**config.mk**
```make
export PLATFORM = sky130hd
export DESIGN_NAME = axi_burst_master
export DESIGN_NICKNAME = d
export VERILOG_FILES = /design/src/rtl/axi_burst_master.sv
export SDC_FILE = /design/constraint.sdc
export NUM_CORES = 1
export LEC_CHECK = 0
export BUFFER_PORTS_ARGS = -buffer_cell sky130_fd_sc_hd__buf_2
export CORE_AREA = 2 2 122 124
export DETAILED_ROUTE_END_ITERATION = 16
export DIE_AREA = 0 0 124 126
export PLACE_DENSITY = 0.52
export SETUP_SLACK_MARGIN = 0.2
export SYNTH_ARGS = -nofsm -noshare
export SYNTH_HDL_FRONTEND = slang
export SYNTH_SLANG_ARGS = --single-unit
```
**constraint.sdc**
```tcl
create_clock -name aclk -period 3.2 [get_ports aclk]
set_input_delay 0.64 -clock aclk [delete_from_list [all_inputs] [get_ports aclk]]
set_output_delay 0.64 -clock aclk [all_outputs]
set_load 0.01 [all_outputs]
```
**src/rtl/axi_burst_master.sv**
```systemverilog
// AXI4 burst initiator: one read/write INCR burst outstanding at a time.
// Optional response/length checking via BURST_MASTER_ERR_CHECK_EN.
module axi_burst_master #(
  parameter int DATA_WIDTH = 32,
  parameter int ADDR_WIDTH = 19,
  parameter int STRB_WIDTH = DATA_WIDTH / 8,
  parameter int ID_WIDTH   = 10,
  parameter int AXI_ID     = 0
) (
  input  logic                  aclk,
  input  logic                  reset,
  input  logic                  cmd_valid,
  output logic                  cmd_ready,
  input  logic                  cmd_write,
  input  logic [ADDR_WIDTH-1:0] cmd_addr,
  input  logic [7:0]            cmd_len,
  input  logic [DATA_WIDTH-1:0] wr_data,
  input  logic [STRB_WIDTH-1:0] wr_strb,
  input  logic                  wr_valid,
  output logic                  wr_ready,
  output logic [DATA_WIDTH-1:0] rd_data,
  output logic                  rd_last,
  output logic                  rd_valid,
  input  logic                  rd_ready,
  output logic                  done,
  output logic                  err,
  output logic [ID_WIDTH-1:0]   m_axi_awid,
  output logic [ADDR_WIDTH-1:0] m_axi_awaddr,
  output logic [7:0]            m_axi_awlen,
  output logic [2:0]            m_axi_awsize,
  output logic [1:0]            m_axi_awburst,
  output logic                  m_axi_awlock,
  output logic [3:0]            m_axi_awcache,
  output logic [2:0]            m_axi_awprot,
  output logic                  m_axi_awvalid,
  input  logic                  m_axi_awready,
  output logic [DATA_WIDTH-1:0] m_axi_wdata,
  output logic [STRB_WIDTH-1:0] m_axi_wstrb,
  output logic                  m_axi_wlast,
  output logic                  m_axi_wvalid,
  input  logic                  m_axi_wready,
  input  logic [ID_WIDTH-1:0]   m_axi_bid,
  input  logic [1:0]            m_axi_bresp,
  input  logic                  m_axi_bvalid,
  output logic                  m_axi_bready,
  output logic [ID_WIDTH-1:0]   m_axi_arid,
  output logic [ADDR_WIDTH-1:0] m_axi_araddr,
  output logic [7:0]            m_axi_arlen,
  output logic [2:0]            m_axi_arsize,
  output logic [1:0]            m_axi_arburst,
  output logic                  m_axi_arlock,
  output logic [3:0]            m_axi_arcache,
  output logic [2:0]            m_axi_arprot,
  output logic                  m_axi_arvalid,
  input  logic                  m_axi_arready,
  input  logic [ID_WIDTH-1:0]   m_axi_rid,
  input  logic [DATA_WIDTH-1:0] m_axi_rdata,
  input  logic [1:0]            m_axi_rresp,
  input  logic                  m_axi_rlast,
  input  logic                  m_axi_rvalid,
  output logic                  m_axi_rready
);

  localparam logic [2:0] AX_SIZE = 3'($clog2(DATA_WIDTH / 8));

  typedef enum logic [2:0] {
    S_IDLE,
    S_WR_ADDR,
    S_WR_DATA,
    S_WR_RESP,
    S_RD_ADDR,
    S_RD_DATA
  } state_t;

  state_t                state_q, state_d;
  logic [7:0]            cnt_q, cnt_d;
  logic [ADDR_WIDTH-1:0] addr_q, addr_d;
  logic [7:0]            len_q, len_d;
  logic                  done_q, done_d;

  assign m_axi_awid    = ID_WIDTH'(AXI_ID);
  assign m_axi_awaddr  = addr_q;
  assign m_axi_awlen   = len_q;
  assign m_axi_awsize  = AX_SIZE;
  assign m_axi_awburst = 2'b01;
  assign m_axi_awlock  = 1'b0;
  assign m_axi_awcache = 4'd0;
  assign m_axi_awprot  = 3'd0;

  assign m_axi_arid    = ID_WIDTH'(AXI_ID);
  assign m_axi_araddr  = addr_q;
  assign m_axi_arlen   = len_q;
  assign m_axi_arsize  = AX_SIZE;
  assign m_axi_arburst = 2'b01;
  assign m_axi_arlock  = 1'b0;
  assign m_axi_arcache = 4'd0;
  assign m_axi_arprot  = 3'd0;

  assign m_axi_wdata = wr_data;
  assign m_axi_wstrb = wr_strb;
  assign rd_data     = m_axi_rdata;
  assign rd_last     = m_axi_rlast;
  assign done        = done_q;

  // Burst sequencing: next state, beat counter and handshake outputs.
  always_comb begin
    state_d       = state_q;
    cnt_d         = cnt_q;
    addr_d        = addr_q;
    len_d         = len_q;
    done_d        = 1'b0;
    cmd_ready     = 1'b0;
    m_axi_awvalid = 1'b0;
    m_axi_wvalid  = 1'b0;
    m_axi_wlast   = 1'b0;
    wr_ready      = 1'b0;
    m_axi_bready  = 1'b0;
    m_axi_arvalid = 1'b0;
    rd_valid      = 1'b0;
    m_axi_rready  = 1'b0;
    unique case (state_q)
      S_IDLE: begin
        // Hold off the next command during the done pulse.
        cmd_ready = ~done_q;
        if (cmd_valid && !done_q) begin
          addr_d  = cmd_addr;
          len_d   = cmd_len;
          cnt_d   = 8'd0;
          state_d = cmd_write ? S_WR_ADDR : S_RD_ADDR;
        end
      end
      S_WR_ADDR: begin
        m_axi_awvalid = 1'b1;
        if (m_axi_awready) state_d = S_WR_DATA;
      end
      S_WR_DATA: begin
        m_axi_wvalid = wr_valid;
        wr_ready     = m_axi_wready;
        m_axi_wlast  = (cnt_q == len_q);
        if (wr_valid && m_axi_wready) begin
          cnt_d = cnt_q + 8'd1;
          if (cnt_q == len_q) state_d = S_WR_RESP;
        end
      end
      S_WR_RESP: begin
        m_axi_bready = 1'b1;
        if (m_axi_bvalid) begin
          done_d  = 1'b1;
          state_d = S_IDLE;
        end
      end
      S_RD_ADDR: begin
        m_axi_arvalid = 1'b1;
        if (m_axi_arready) state_d = S_RD_DATA;
      end
      S_RD_DATA: begin
        rd_valid     = m_axi_rvalid;
        m_axi_rready = rd_ready;
        if (m_axi_rvalid && rd_ready) begin
          cnt_d = cnt_q + 8'd1;
          if (m_axi_rlast) begin
            done_d  = 1'b1;
            state_d = S_IDLE;
          end
        end
      end
      default: state_d = S_IDLE;
    endcase
  end

  // Control and command registers.
  always_ff @(posedge aclk or posedge reset) begin
    if (reset) begin
      state_q <= S_IDLE;
      cnt_q   <= 8'd0;
      addr_q  <= '0;
      len_q   <= 8'd0;
      done_q  <= 1'b0;
    end else begin
      state_q <= state_d;
      cnt_q   <= cnt_d;
      addr_q  <= addr_d;
      len_q   <= len_d;
      done_q  <= done_d;
    end
  end

`ifdef BURST_MASTER_ERR_CHECK_EN
  logic err_q, err_d;
  logic unused_ids;
  assign unused_ids = ^{m_axi_bid, m_axi_rid};

  // Sticky error on bad responses or a burst-length mismatch at rlast.
  always_comb begin
    err_d = err_q;
    if (state_q == S_WR_RESP && m_axi_bvalid && m_axi_bresp != 2'b00)
      err_d = 1'b1;
    if (state_q == S_RD_DATA && m_axi_rvalid && rd_ready) begin
      if (m_axi_rresp != 2'b00) err_d = 1'b1;
      if (m_axi_rlast && cnt_q != len_q) err_d = 1'b1;
    end
  end

  // Error flag register, cleared only by reset.
  always_ff @(posedge aclk or posedge reset) begin
    if (reset) err_q <= 1'b0;
    else       err_q <= err_d;
  end

  assign err = err_q;
`else
  logic unused_rsp;
  assign unused_rsp = ^{m_axi_bid, m_axi_rid, m_axi_bresp, m_axi_rresp};
  assign err = 1'b0;
`endif

endmodule

```
Yosys cells after proc, flatten, opt, wreduce, memory -nomap -nowiden
Index checks and enable logic that the tools add are counted.

Equality and inequality tests: 14. Reduce and logical (&&, ||, !) cells: 9. Add/subtract/negate cells: 1. Multiplexer cells: 27. Bitwise logic cells: 1.

Operators with widths (count): $mux W3 (9); $mux W8 (3); $pmux W8 S3 (1); $pmux W3 S6 (1); $ne A2 B2 Y1 const B (8); $mux W1 (12); $add A8 B1 Y8 const B (1); $eq A8 B8 Y1 (1); $reduce_and A8 Y1 (1); $eq A3 B2 Y1 const B (2); $eq A3 B3 Y1 const B (2); $reduce_and A4 Y1 (1); $eq A3 B1 Y1 const B (1); $logic_and A1 B1 Y1 (3); $logic_not A3 Y1 (1); $reduce_bool A3 Y1 (1); $pmux W1 S2 (1); $reduce_and A2 Y1 (1); $logic_not A1 Y1 (1); $not A1 Y1 (1).

Register bits after elaboration: 39. Input bits: 131.

Logic depth before layout (Yosys ltp)
Gate-level depths: netlist of run 1.

Depth in word-level cells: 4. Depth in mapped cells: 6. Gate-level depth less buffers: 5.

Worst setup path before layout of run 1
Ideal clock, no wire load.

Path type: reg2out. From: register len_q[6], in the netlist m_axi_arlen[6]. To: output port m_axi_wlast. Arrival time: 1153 ps. Stages on the path, launching flop included: 5. Path slack: 1407 ps. Required time: 2560 ps. Buffers on the path: 0. Cell sequence: dfrtp_1 xor2_1 nor4_1 nand2_1 nor2_1.

Longest elaborated chain between the ends: 2.

RTL lines: start, declared (line 78) `logic [7:0] len_q, len_d;`; start signal, assigned (line 183) `len_q <= len_d;`; $eq A8 B8 Y1 (line 139) `m_axi_wlast = (cnt_q == len_q);`; $mux W1 (line 121) `unique case (state_q)`; end, declared (line 39) `output logic m_axi_wlast,`.

Every way passes these cells.

Worst setup path after layout of run 1
From: register cnt_q[0]. To: output port m_axi_wlast.

Longest elaborated chain between the ends: 2.

RTL lines: start, declared (line 76) `logic [7:0] cnt_q, cnt_d;`; start signal, assigned (line 181) `cnt_q <= cnt_d;`; $eq A8 B8 Y1 (line 139); $mux W1 (line 121).

Every way passes these cells.

==> results.md, run 1 <==
Status:
- The flow ran to the end, and the final reports show no timing, DRC or antenna violations.

CTS:
- Post-CTS repair changed the size of 0 cells.
- In this run the deepest clock path goes through 2 buffers.
- Counting every sink on the clock net gives 39.
- The deepest level of the CTS H-tree is 2.
- The CTS tree is done.
- The total of hold buffers inserted after clock tree synthesis is 0.
- Buffers inserted during clock tree synthesis total 5.
- The number of buffers added for setup after CTS is 0.
- The clock root buffer is sky130_fd_sc_hd__clkbuf_16.
- The latest clock arrival within the worst-skew pair is ~0.28 ns.
- After clock tree synthesis, the clock-pin slew on the worst setup and hold paths is 0.06 ns.

Drt:
- The detailed router finished its first iteration with 84 violations.
- The routed design has approximately 6.3 mm of wire.
- The post-detailed-route via-to-cell ratio is about 3.6.
- The count of nets left with antenna violations once routing finished came out at 0.
- The detailed router placed 1,810 vias in this run.
- The DRC violation count after routing is 0.
- The count of TritonRoute iterations in the first routing pass is 4.
- In the final routed layout, each cell accounts on average for 12.7 um.

Floorplanning:
- The die covers 15,600 sq um.
- The placeable core region is 14,300 sq um.
- The total I/O pin count is a little over 300.
- From left edge to right edge, the die measures ~120 um.
- Row generation in the floorplan step produced 44 rows.
- The starting density of the core is 20.5%.
- The floorplan step set the die height to about 130 um.

STA:
- The slew of the pin with the lowest slew margin is 1.07 ns.
- The worst pin sits at a relative slew slack of 28.8%.
- Clock skew on the completed layout was measured at 0.00444 ns.
- Timing would allow up to around 0.41 GHz.
- Summed over all failing endpoints, the final setup total negative slack is 0 ns.
- Setup repair after global routing left no endpoint under its margin.
- The hold slack is 0.525 ns.
- The final cycle utilization of the critical path is 75.8%.
- The number of hold-slack violations in the final timing report is 0.
- Counting I/O delays and the setup requirement, the final critical path takes 2.43 ns.
- The total count of max-transition violations in the final report is 0.
- The final-report setup violation count is 0.

Placement:
- In this run the cell area measured after placement is 2770 sq um.
- Routability-driven placement finished with a final weighted congestion of 0.760.
- The count of buffers added on input and output ports is 103.
- After legalization and detailed placement, the total HPWL measured ~5 mm.

Yosys:
- After synthesis, the cell types taking the most area are sky130_fd_sc_hd__buf_4 37%, sky130_fd_sc_hd__dfrtp_1 33%, sky130_fd_sc_hd__mux2_2 11%.
- Yosys printed 0 warnings.
- The share of synthesized registers carrying an async set or reset is 100%.
- Synthesis inferred 39 register bits.
- By instance count, the leading cell after synthesis is sky130_fd_sc_hd__buf_4.
- After synthesis, the most frequently instantiated cells are 143 x sky130_fd_sc_hd__buf_4, 39 x sky130_fd_sc_hd__dfrtp_1, 28 x sky130_fd_sc_hd__mux2_2.
- Summing every instance area after synthesis gives 2930 sq um.
- The unique cell type count in the Yosys netlist is 37.
- The portion of synthesized cell area occupied by the leading cell type is 36.6%.
- For this run, the leading register cell type out of synthesis is sky130_fd_sc_hd__dfrtp_1.
- The post-synthesis cell type with the largest combined area is sky130_fd_sc_hd__buf_4.
- The count of flip-flops with a built-in enable after synthesis is 0.
- In the synthesized netlist, the number of instances is 304.
- The register area share after synthesis is about 33%.
- Averaged over all synthesized cells, the footprint is 9.65 sq um.

Setup path:
- The endpoint arrival time on the critical path is 1.79 ns.
- The worst setup path startpoint is cnt_q[0].
- For flop-to-flop paths, the worst setup slack is 1.11 ns.
- The reg-to-reg critical path startpoint is state_q[0].
- The capturing point of the worst reg2reg path is m_axi_araddr[0].
- The type of origin of the critical path is a register.
- The worst reg2reg path depth is 3.
- For the worst setup path, the data required time is 2.56 ns.
- The class of the most critical setup path is register to output pin.
- The category of the worst setup path capture point is an output pin.
- Along the worst path, the maximum fanout reaches 5.

Hold path:
- In this run the most critical hold path is launched from m_axi_araddr[3].
- In this run the worst hold path is classified as register to register.
- The sink of the worst hold path is m_axi_araddr[3].
- The cell depth of the worst hold path is 1.

Global route:
- The number of global-route vias before repair is between 1,500 and 2,000.
- The number of antenna violations at the first check in global routing is 0.
- For this run, the total global-route usage over all layers was measured as 7.86%.
- The largest net degree at the start of global routing is 29.
- The global-route wire length before repair is 9.25 mm.
- The overflow left after global routing is 0.

Finish:
- The layout has 1,589 filler cells.
- The signed area change from the synthesized netlist to the final layout is 0.171%.
- The sequential cell area is ~980 sq um.
- The proportion of layout cells with a drive suffix above 1 is a little under half.
- The net count reported at finish is 443.
- The multi-input combinational cell area is 1020 sq um.
- The cell area after layout is roughly 2900 sq um.
- The final design utilization is roughly a fifth.
- The number of antenna repair diodes is 0.

Run:
- The tool flagged a number of max-cap violations equal to 0.

Power and ir drop:
- In this run the static leakage power is ~1.5 nW.
- The worst voltage drop across the vdd grid is 0.566 mV.
- The power per unit of standard cell area is 931 nW/um^2.
==> worst max-delay path: stages (launching register included) <==
cell and delay [ns]:
sky130_fd_sc_hd__dfrtp_1 0.44, sky130_fd_sc_hd__xor2_1 0.18, sky130_fd_sc_hd__nor4_1 0.50, sky130_fd_sc_hd__nand2_1 0.11, sky130_fd_sc_hd__nor2_1 0.13, sky130_fd_sc_hd__buf_2 0.15
==> power by group <==
| group | internal (mW) | total (mW) | switching, mW |
|---|---|---|---|
| clock network | 0.388 | 0.583 | 0.195 |
| registers | 0.701 | 0.937 | 0.237 |
| logic | 0.597 | 1.22 | 0.620 |
==> cells in the final DEF, fill, tap and decap left out, types with 3 or more instances in the layout <==
| master | count |
|---|---|
| sky130_fd_sc_hd__nor3_1 | 4 |
| sky130_fd_sc_hd__and2_1 | 4 |
| sky130_fd_sc_hd__nor2_1 | 15 |
| sky130_fd_sc_hd__dfrtp_1 | 39 |
| sky130_fd_sc_hd__conb_1 | 47 |
| sky130_fd_sc_hd__buf_2 | 103 |
| sky130_fd_sc_hd__mux2_2 | 28 |
| sky130_fd_sc_hd__nand2_1 | 10 |
| sky130_fd_sc_hd__xor2_1 | 8 |
| sky130_fd_sc_hd__clkbuf_16 | 5 |
| sky130_fd_sc_hd__xnor2_1 | 6 |
| sky130_fd_sc_hd__nor4_1 | 5 |
| sky130_fd_sc_hd__a21oi_1 | 3 |
==> layer usage <==
metal | vias up | part of all wire (%) | track usage [%]
met3 | 30 | 11 | 2.17
li1 | 811 | - | -
met4 | 0 | 3.9 | 4.36
met5 | - | 0 | 0
met2 | 131 | 51 | 14.2
met1 | 838 | 33 | 8.00
==> registers in the layout, indices dropped and copies added, names as in the netlist <==
register	flops
state_q	3
cnt_q	8
m_axi_araddr	19
m_axi_arlen	8
done	1
==> through the flow <==
step	instances	worst slack [ns]	power, mW
2_1_floorplan	349	1.41	2.01
3_3_place_gp	488	0.998	2.17
3_5_place_dp	488	1.01	2.19
4_1_cts	496	0.688	2.80
5_1_grt	496	0.649	2.94
6_report	496	0.774	2.74
==> cells by family (layout without fill, tap and decap cells) <==
group           count (synthesis)  in the layout  share of synthesized area, %
other cells                     2             47                         0.256
fa+ha+maj                       1              1                         0.426
buf+inv                       151            114                          37.8
xor+xnor                       14             14                          4.18
simple gates                   55             55                          9.77
mux                            29             29                          11.1
flops                          39             39                          33.3
compound gates                 13             13                          3.20
==> cell type report <==
class | instances | area share (%)
multi-input cells | 159 | 34.9
well taps | 184 | 7.83
inverters | 1 | 0.128
clock buffers | 6 | 4.73
clock inverters | 2 | 1.19
repair buffers | 105 | 18.1
flip-flops and latches | 39 | 33.2
==> worst max path at each step <==
stage,end,cells after the start
floorplan,m_axi_wlast,4
global placement,m_axi_wlast,5
global route,m_axi_wlast,5
detailed placement,m_axi_wlast,5
CTS,m_axi_wlast,5
finish,m_axi_wlast,5
Power figures use the tool's default switching activity.
==> run 2: changes to the inputs <==
--- a/config.mk
+++ b/config.mk
@@ -6,10 +6,10 @@
 export NUM_CORES = 1
 export LEC_CHECK = 0
 export BUFFER_PORTS_ARGS = -buffer_cell sky130_fd_sc_hd__buf_2
-export CORE_AREA = 2 2 122 124
+export CORE_AREA = 2 2 121 123
 export DETAILED_ROUTE_END_ITERATION = 16
-export DIE_AREA = 0 0 124 126
-export PLACE_DENSITY = 0.52
+export DIE_AREA = 0 0 123 125
+export PLACE_DENSITY = 0.55
 export SETUP_SLACK_MARGIN = 0.2
 export SYNTH_ARGS = -nofsm -noshare
 export SYNTH_HDL_FRONTEND = slang
==> constraint.sdc (replaced) <==
create_clock -name aclk -period 2.21 [get_ports aclk]
set_input_delay 0.442 -clock aclk [delete_from_list [all_inputs] [get_ports aclk]]
set_output_delay 0.442 -clock aclk [all_outputs]
set_load 0.01 [all_outputs]
==> run 2 against run 1 <==
Clock power is 47% higher; cell area is 5.2% higher; combinational power is 60% higher; count of clock-buffer cells in the layout stayed put; non-clock buffer count is 16 higher; clock skew hardly changed.
==> results.md, run 2 (synthesized netlist as in run 1, its figures left out) <==
Status:
- Result of the run: finished, final reports clean (unchanged).

Setup path:
- The worst reg2reg path depth is 5 (was 3).
- The peak per-stage delay on the critical path came to 0.41 ns (was 0.50 ns).
- The reg-to-reg critical path startpoint is state_q[2] (was state_q[0]).
- The class of the most critical setup path is register to output pin (unchanged).
- The endpoint arrival time on the critical path is 1.62 ns (was 1.79 ns).
- Chain of cells forming the critical path: xor2_1, nor4_1, buf_4, nand2_2, nor2_2, buf_2 (was xor2_1, nor4_1, nand2_1, nor2_1, buf_2).
- The category of the worst setup path capture point is an output pin (unchanged).
- The slack of the worst reg-to-reg path is 0.29 ns (was 1.11 ns).
- The type of origin of the critical path is a register (unchanged).
- The capturing point of the worst reg2reg path is state_q[0] (was m_axi_araddr[0]).
- The critical path buffer and inverter count was 2 (was 1).
- The slowest cell on the critical path is sky130_fd_sc_hd__dfrtp_1 (was sky130_fd_sc_hd__nor4_1).
- The maximum fanout along the worst path was 4 (was 5).
- The data required time of the critical path is 1.77 ns (was 2.56 ns).
- The cell type group with the largest total delay on the critical path is simple AND/OR/NAND/NOR gates (unchanged).

STA:
- The number of hold-slack violations in the final timing report was 0 (unchanged).
- The final cycle utilization of the critical path is 93.3%.
- The post-route setup TNS was 0 ns (unchanged).
- The slew of the pin with the lowest slew margin was 0.503 ns (was 1.07 ns).
- The post-layout worst setup margin was 0.148 ns (was 0.774 ns).
- The timing-limited maximum frequency is 0.485 GHz.
- The total count of max-transition violations in the final report is 0 (unchanged).
- The final-report setup violation count is 0 (unchanged).
- RSZ-0062 raised after global routing: yes (was no).
- The largest clock skew in the final design came to 0.00414 ns (was 0.00444 ns).
- The worst path in the final design needs a cycle of 2.06 ns, including I/O delays and setup.
- The worst slew margin relative to its limit is 66.5% (was 28.8%).

Global route:
- The number of global-route vias before repair is 1,741 (was 1,703).
- The overall track demand over capacity in global routing is 7.57% (was 7.86%).
- The number of antenna violations at the first check in global routing is 0 (unchanged).
- The global-route wire length before repair is 8.93 mm (was 9.25 mm).
- The overflow left after global routing is 0 (unchanged).
- The largest net degree at the start of global routing was 40 (was 29).

Floorplanning:
- The starting density of the core is 20.7% (was 20.5%).
- The placeable core region is 14,200 sq um (was 14,300 sq um).
- The standard-cell row count is 44 (unchanged).
- The die span in x is 123 um (was 124 um).
- The die span in y is 125 um (was 126 um).
- The total I/O pin count is 311 (unchanged).
- The die area is 15,400 sq um (was 15,600 sq um).

Finish:
- The net count reported at finish is 459 (was 443).
- The final design utilization is 21.8% (was 20.5%).
- The number of flip-flops under the largest register name was 19 (unchanged).
- The proportion of layout cells with a drive suffix above 1 is 50.9% (was 46.5%).
- The number of antenna repair diodes came to 0 (unchanged).
- Most frequent cells in the layout: 103 x sky130_fd_sc_hd__buf_2, 47 x sky130_fd_sc_hd__conb_1, 37 x sky130_fd_sc_hd__dfrtp_1, 28 x sky130_fd_sc_hd__mux2_2, 17 x sky130_fd_sc_hd__buf_4 (was 103 x sky130_fd_sc_hd__buf_2, 47 x sky130_fd_sc_hd__conb_1, 39 x sky130_fd_sc_hd__dfrtp_1, 28 x sky130_fd_sc_hd__mux2_2, 15 x sky130_fd_sc_hd__nor2_1).
- The signed area change from the synthesized netlist to the final layout was 5.42% (was 0.171%).
- The leading cell type in the layout, fill and taps excluded is sky130_fd_sc_hd__buf_2 (unchanged).

Placement:
- The routability congestion estimate from global placement was 0.744 (was 0.760).
- The pre-CTS setup slack is 0.136 ns (was 1.01 ns).
- The detailed placement HPWL is 4.59 mm (was 5.10 mm).
- The quantity of I/O buffers inserted on ports is 103 (unchanged).

Run:
- The reported max-cap violation count is 0 (unchanged).

CTS:
- The number of sinks handled by clock tree synthesis came to 39 (unchanged).
- The CTS tree is done (unchanged).
- The clock root buffer is sky130_fd_sc_hd__clkbuf_16 (unchanged).
- The number of buffers inserted during clock tree synthesis is 5 (unchanged).
- The deepest level of the CTS H-tree is 2 (unchanged).
- The clock edge transition at the registers on the reported setup and hold paths came to 0.06 ns (about the same).
- The latest clock arrival within the worst-skew pair is 0.28 ns (about the same).
- The number of buffers between clock root and the deepest sink is 2 (unchanged).

Drt:
- The post-detailed-route via-to-cell ratio is 3.62 (was 3.65).
- The count of TritonRoute iterations in the first routing pass came to 4 (unchanged).
- The number of routed nets with antenna violations is 0 (unchanged).
- The via count of the routed design is 1,854 (was 1,810).
- The initial DRC count came to 68 (was 84).
- The DRC violation count after routing came to 0 (unchanged).
- The total routed wirelength was 6.07 mm (was 6.30 mm).
- The average detailed-routed wire length per instance is 11.9 um (was 12.7 um).

Power and ir drop:
- The total leakage power is 1.56 nW (was 1.48 nW).
- The total power of the final layout is 4.12 mW (was 2.74 mW).
- The sequential share of power came to 31.9% (was 34.2%).
- The fraction of power consumed by combinational cells was 47.3% (was 44.5%).
- The worst voltage drop across the vdd grid is 0.607 mV (was 0.566 mV).
- The portion of total power attributed to the clock network is 20.8% (was 21.3%).
- The internal power consumption came to 2.57 mW (was 1.68 mW).
- The total net switching power was 1.56 mW (was 1.05 mW).
- The power per unit of standard cell area was 1330 nW/um^2 (was 931 nW/um^2).
- The fraction of power spent switching nets was 37.7% (was 38.4%).

Hold path:
- The path type of the worst min-delay path is primary input to asynchronous set/reset pin (was register to register).
run 2: worst register-to-register path: stages, from the launching register on:
cell	delay, ns
sky130_fd_sc_hd__dfrtp_1	0.51
sky130_fd_sc_hd__and3b_1	0.30
sky130_fd_sc_hd__a22o_2	0.30
sky130_fd_sc_hd__a31o_1	0.25
sky130_fd_sc_hd__or3_1	0.37
sky130_fd_sc_hd__o21ai_1	0.12
run 2: final cells by class:
type / instances / area [sq um]
clock buffers: 6 / 139
clock inverters: 2 / 38.8
fillers: 1558 / 11100
inverters: 1 / 3.75
multi-input cells: 159 / 1040
flip-flops and latches: 39 / 978
well taps: 184 / 230
repair buffers: 121 / 663
run 2: stage by stage:
stage | instance area (sq um) | cells | hold WS, ns
finish | 3090 | 512 | 0.264
floorplan | 3100 | 349 | 0.508
detailed placement | 2790 | 490 | 0.509
global placement | 2790 | 490 | 0.505
CTS | 3060 | 508 | 0.284
global route | 3090 | 512 | 0.310
run 2: worst max path at each step:
| stage | start | endpoint | cells after the start |
|---|---|---|---|
| after floorplan | state_q[2] | m_axi_araddr[10] | 5 |
| after global placement | state_q[1] | cnt_q[0] | 4 |
| after detailed placement | state_q[1] | cnt_q[0] | 4 |
| after CTS | cnt_q[1] | m_axi_wlast | 6 |
| after global routing | m_axi_arlen[6] | m_axi_wlast | 6 |
| final | m_axi_arlen[6] | m_axi_wlast | 6 |
run 2: metal layers:
metal	routed length, um	GRT usage [%]
met5	0	0
met4	375	6.28
met3	702	3.15
met2	2910	12.2
met1	2080	7.47
run 2: repair_timing:
item | CTS | global route
endpoints found under the setup margin | 2 | 3
setup buffers | 10 | 4
cloned | 0 | 0
gates resized for setup | 3 | 3
pin swaps | 4 | 3
hold buffers | 0 | 0
run 2: power by group through the flow:
| stage | Clock, mW | Combinational [mW] | Sequential [mW] |
|---|---|---|---|
| finish | 0.859 | 1.95 | 1.31 |
| global placement | 0 | 1.83 | 1.32 |
| CTS | 0.900 | 1.96 | 1.32 |
| global route | 0.934 | 2.11 | 1.37 |
| floorplan | 0 | 1.54 | 1.38 |
| detailed placement | 0 | 1.84 | 1.34 |
==> run 3: changes to the inputs <==
--- a/config.mk
+++ b/config.mk
@@ -6,10 +6,12 @@
 export NUM_CORES = 1
 export LEC_CHECK = 0
 export BUFFER_PORTS_ARGS = -buffer_cell sky130_fd_sc_hd__buf_2
+export CAP_MARGIN = 20
 export CORE_AREA = 2 2 121 123
 export DETAILED_ROUTE_END_ITERATION = 16
 export DIE_AREA = 0 0 123 125
 export PLACE_DENSITY = 0.55
+export RECOVER_POWER = 100
 export SETUP_SLACK_MARGIN = 0.2
 export SYNTH_ARGS = -nofsm -noshare
 export SYNTH_HDL_FRONTEND = slang
==> run 3 against run 2 <==
Setup slack worse by 0.0057 ns; sequential cell count did not move; global-route usage stayed put; power decreased by 4.1%; via count rose by 0.32%; fmax decreased by 0.28%; sequential share of layout area up 1.0 points; wire length fell by 0.53%; die area unchanged; core utilization is 0.68 points lower; largest power group unchanged; highest routed layer unchanged.
==> results.md, run 3 (synthesized netlist as in run 1, its figures left out) <==
Power and ir drop:
- The worst voltage drop across the vdd grid is 0.584 mV (was 0.607 mV).
- The total power of the final layout is 3.96 mW (was 4.12 mW).
- The total leakage power came to 1.37 nW (was 1.56 nW).
- The internal power consumption was 2.39 mW (was 2.57 mW).
- The fraction of power spent switching nets is 39.5% (was 37.7%).
- The sequential share of power was 33.5% (was 31.9%).
- The portion of total power attributed to the clock network is 21.8% (was 20.8%).
- The power per unit of standard cell area came to 1320 nW/um^2 (was 1330 nW/um^2).
- The total net switching power is 1.56 mW (about the same).
- The fraction of power consumed by combinational cells was 44.7% (was 47.3%).

Setup path:
- The category of the worst setup path capture point was an output pin (unchanged).
- The endpoint arrival time on the critical path is 1.63 ns (was 1.62 ns).
- The slack of the worst reg-to-reg path is 0.23 ns (was 0.29 ns).
- The capturing point of the worst reg2reg path is state_q[0] (unchanged).
- The reg-to-reg critical path startpoint is state_q[2] (unchanged).
- The class of the most critical setup path was register to output pin (unchanged).
- The type of origin of the critical path is a register (unchanged).
- The worst reg2reg path depth is 5 (unchanged).
- The data required time of the critical path is 1.77 ns (about the same).
- The worst setup path startpoint is m_axi_arlen[6] (unchanged).
- The maximum fanout along the worst path came to 4 (unchanged).
- The end of the critical path was m_axi_wlast (unchanged).

Status:
- Result of the run: finished, final reports clean (unchanged).

Drt:
- The average detailed-routed wire length per instance was 11.8 um (was 11.9 um).
- The initial DRC count came to 69 (was 68).
- The DRC violation count after routing was 0 (unchanged).
- The number of routed nets with antenna violations is 0 (unchanged).
- The count of TritonRoute iterations in the first routing pass is 3 (was 4).
- The via count of the routed design is 1,860 (was 1,854).
- The total routed wirelength is 6.04 mm (was 6.07 mm).
- The post-detailed-route via-to-cell ratio is 3.63 (was 3.62).

Floorplanning:
- The standard-cell row count was 44 (unchanged).
- The starting density of the core is 20.7% (unchanged).
- The total I/O pin count is 311 (unchanged).
- The placeable core region is 14,200 sq um (unchanged).
- The die area was 15,400 sq um (unchanged).
- The die span in x is 123 um (unchanged).
- The die span in y is 125 um (unchanged).

Run:
- The reported max-cap violation count is 0 (unchanged).

Placement:
- The detailed placement HPWL is 4.59 mm (unchanged).
- The quantity of I/O buffers inserted on ports is 103 (unchanged).
- The pre-CTS setup slack was 0.136 ns (unchanged).
- The routability congestion estimate from global placement was 0.744 (unchanged).
- The number of cells in the design after placement is 490 (unchanged).

CTS:
- The number of buffers inserted during clock tree synthesis is 5 (unchanged).
- The clock edge transition at the registers on the reported setup and hold paths is 0.06 ns (about the same).
- The number of buffers between clock root and the deepest sink is 2 (unchanged).
- The CTS tree is done (unchanged).
- The latest clock arrival within the worst-skew pair is 0.28 ns (about the same).
- The deepest level of the CTS H-tree is 2 (unchanged).
- The total of hold buffers inserted after clock tree synthesis came to 0 (unchanged).
- The clock root buffer is sky130_fd_sc_hd__clkbuf_16 (unchanged).
- The number of sinks handled by clock tree synthesis is 39 (unchanged).

STA:
- The hold slack came to 0.385 ns (was 0.264 ns).
- The slew of the pin with the lowest slew margin is 0.983 ns (was 0.503 ns).
- The post-route setup TNS is 0 ns (unchanged).
- The worst slew margin relative to its limit is 34.5% (was 66.5%).
- The number of hold-slack violations in the final timing report is 0 (unchanged).
- The final-report setup violation count is 0 (unchanged).
- The minimum clock period is 2.07 ns (was 2.06 ns).
- The timing-limited maximum frequency was 0.484 GHz (was 0.485 GHz).
- The largest clock skew in the final design came to 0.00310 ns (was 0.00414 ns).
- RSZ-0062 raised after global routing: yes (unchanged).
- The total count of max-transition violations in the final report is 0 (unchanged).
- The final cycle utilization of the critical path is 93.6% (was 93.3%).
- The post-layout worst setup margin is 0.142 ns (was 0.148 ns).

Finish:
- The proportion of layout cells with a drive suffix above 1 came to 32.3% (was 50.9%).
- The net count reported at finish is 459 (unchanged).
- The leading cell type in the layout, fill and taps excluded is sky130_fd_sc_hd__clkbuf_1 (was sky130_fd_sc_hd__buf_2).
- The signed area change from the synthesized netlist to the final layout is 2.13% (was 5.42%).
- The number of flip-flops under the largest register name is 19 (unchanged).
- The layout filler cell count was 1,581 (was 1,558).
- The number of antenna repair diodes came to 0 (unchanged).
- Most frequent cells in the layout: 60 x sky130_fd_sc_hd__clkbuf_1, 47 x sky130_fd_sc_hd__conb_1, 45 x sky130_fd_sc_hd__buf_2, 37 x sky130_fd_sc_hd__dfrtp_1, 28 x sky130_fd_sc_hd__mux2_2 (was 103 x sky130_fd_sc_hd__buf_2, 47 x sky130_fd_sc_hd__conb_1, 37 x sky130_fd_sc_hd__dfrtp_1, 28 x sky130_fd_sc_hd__mux2_2, 17 x sky130_fd_sc_hd__buf_4).
- The number of standard cells in the final layout excluding fillers is 512 (unchanged).

Global route:
- The global-route wire length before repair is 8.93 mm (unchanged).
- The overflow left after global routing is 0 (unchanged).
- The number of antenna violations at the first check in global routing is 0 (unchanged).
- The number of global-route vias before repair is 1,741 (unchanged).
- The largest net degree at the start of global routing was 40 (unchanged).
- The overall track demand over capacity in global routing was 7.57% (unchanged).

Hold path:
- The path type of the worst min-delay path is primary input to register (was primary input to asynchronous set/reset pin).
==> run 3: cell types whose count changed in the layout (fill, tap and decap cells not counted) <==
cell / previous run / this run
sky130_fd_sc_hd__clkbuf_1: 0 / 60
sky130_fd_sc_hd__buf_2: 103 / 45
sky130_fd_sc_hd__and2_0: 0 / 4
sky130_fd_sc_hd__and2_1: 4 / 0
sky130_fd_sc_hd__buf_4: 17 / 13
sky130_fd_sc_hd__clkbuf_4: 0 / 2
sky130_fd_sc_hd__a22o_1: 0 / 1
sky130_fd_sc_hd__a22o_2: 1 / 0
sky130_fd_sc_hd__buf_12: 1 / 0
sky130_fd_sc_hd__clkbuf_2: 0 / 1
sky130_fd_sc_hd__o21ai_0: 2 / 3
sky130_fd_sc_hd__o21ai_1: 1 / 0
==> run 3: how the worst min path moves through the flow <==
stage	startpoint	endpoint	depth (start not counted)	slack, ns
2_1_floorplan	cnt_q[1]	cnt_q[1]	2	0.51
3_3_place_gp	m_axi_araddr[11]	m_axi_araddr[11]	1	0.51
3_5_place_dp	m_axi_araddr[15]	m_axi_araddr[15]	1	0.51
4_1_cts	reset	cnt_q[4]	3	0.28
5_1_grt	cmd_addr[16]	m_axi_araddr[16]	2	0.38
6_report	cmd_addr[17]	m_axi_araddr[17]	2	0.38
==> run 3: final cells by class <==
type	count	area, sq um	area share (%)
multi-input cells	159	1040	34.7
flip-flops and latches	39	978	32.7
well taps	184	230	7.68
clock inverters	2	38.8	1.29
clock buffers	6	139	4.63
repair buffers	121	568	19.0
inverters	1	3.75	0.125
==> run 3: power by group through the flow <==
| stage | combinational, mW | sequential [mW] | clock (mW) |
|---|---|---|---|
| 2_1_floorplan | 1.54 | 1.38 | 0 |
| 3_3_place_gp | 1.83 | 1.32 | 0 |
| 3_5_place_dp | 1.84 | 1.34 | 0 |
| 4_1_cts | 1.96 | 1.32 | 0.900 |
| 5_1_grt | 1.94 | 1.38 | 0.934 |
| 6_report | 1.77 | 1.33 | 0.861 |
==> run 3: per-layer routing <==
| layer | up-vias | GRT usage, % | part of all wire (%) | routed length [um] |
|---|---|---|---|---|
| li1 | 851 | - | - | - |
| met1 | 855 | 7.47 | 34 | 2050 |
| met2 | 115 | 12.2 | 48 | 2930 |
| met3 | 39 | 3.15 | 11 | 683 |
| met4 | 0 | 6.28 | 6.3 | 378 |
| met5 | - | 0 | 0 | 0 |
==> run 3: worst max-delay path, cell delays in order (launching register included) <==
cell	delay (ns)
sky130_fd_sc_hd__dfrtp_1	0.41
sky130_fd_sc_hd__xor2_1	0.17
sky130_fd_sc_hd__nor4_1	0.29
sky130_fd_sc_hd__buf_4	0.18
sky130_fd_sc_hd__nand2_2	0.05
sky130_fd_sc_hd__nor2_2	0.08
sky130_fd_sc_hd__buf_2	0.14
==> run 3: per-stage QoR <==
step           area [sq um]  utilization, %
6_report               3000            21.1
2_1_floorplan          3100               -
3_3_place_gp           2790            19.7
4_1_cts                3060            21.5
3_5_place_dp           2790            19.7
5_1_grt                3000            21.1
==> run 3: repair_timing <==
item | in CTS | in global routing
gates cloned | 0 | 0
endpoints found under the setup margin | 2 | 3
resized for setup | 3 | 3
buffers inserted | 10 | 4
pin swaps | 4 | 3
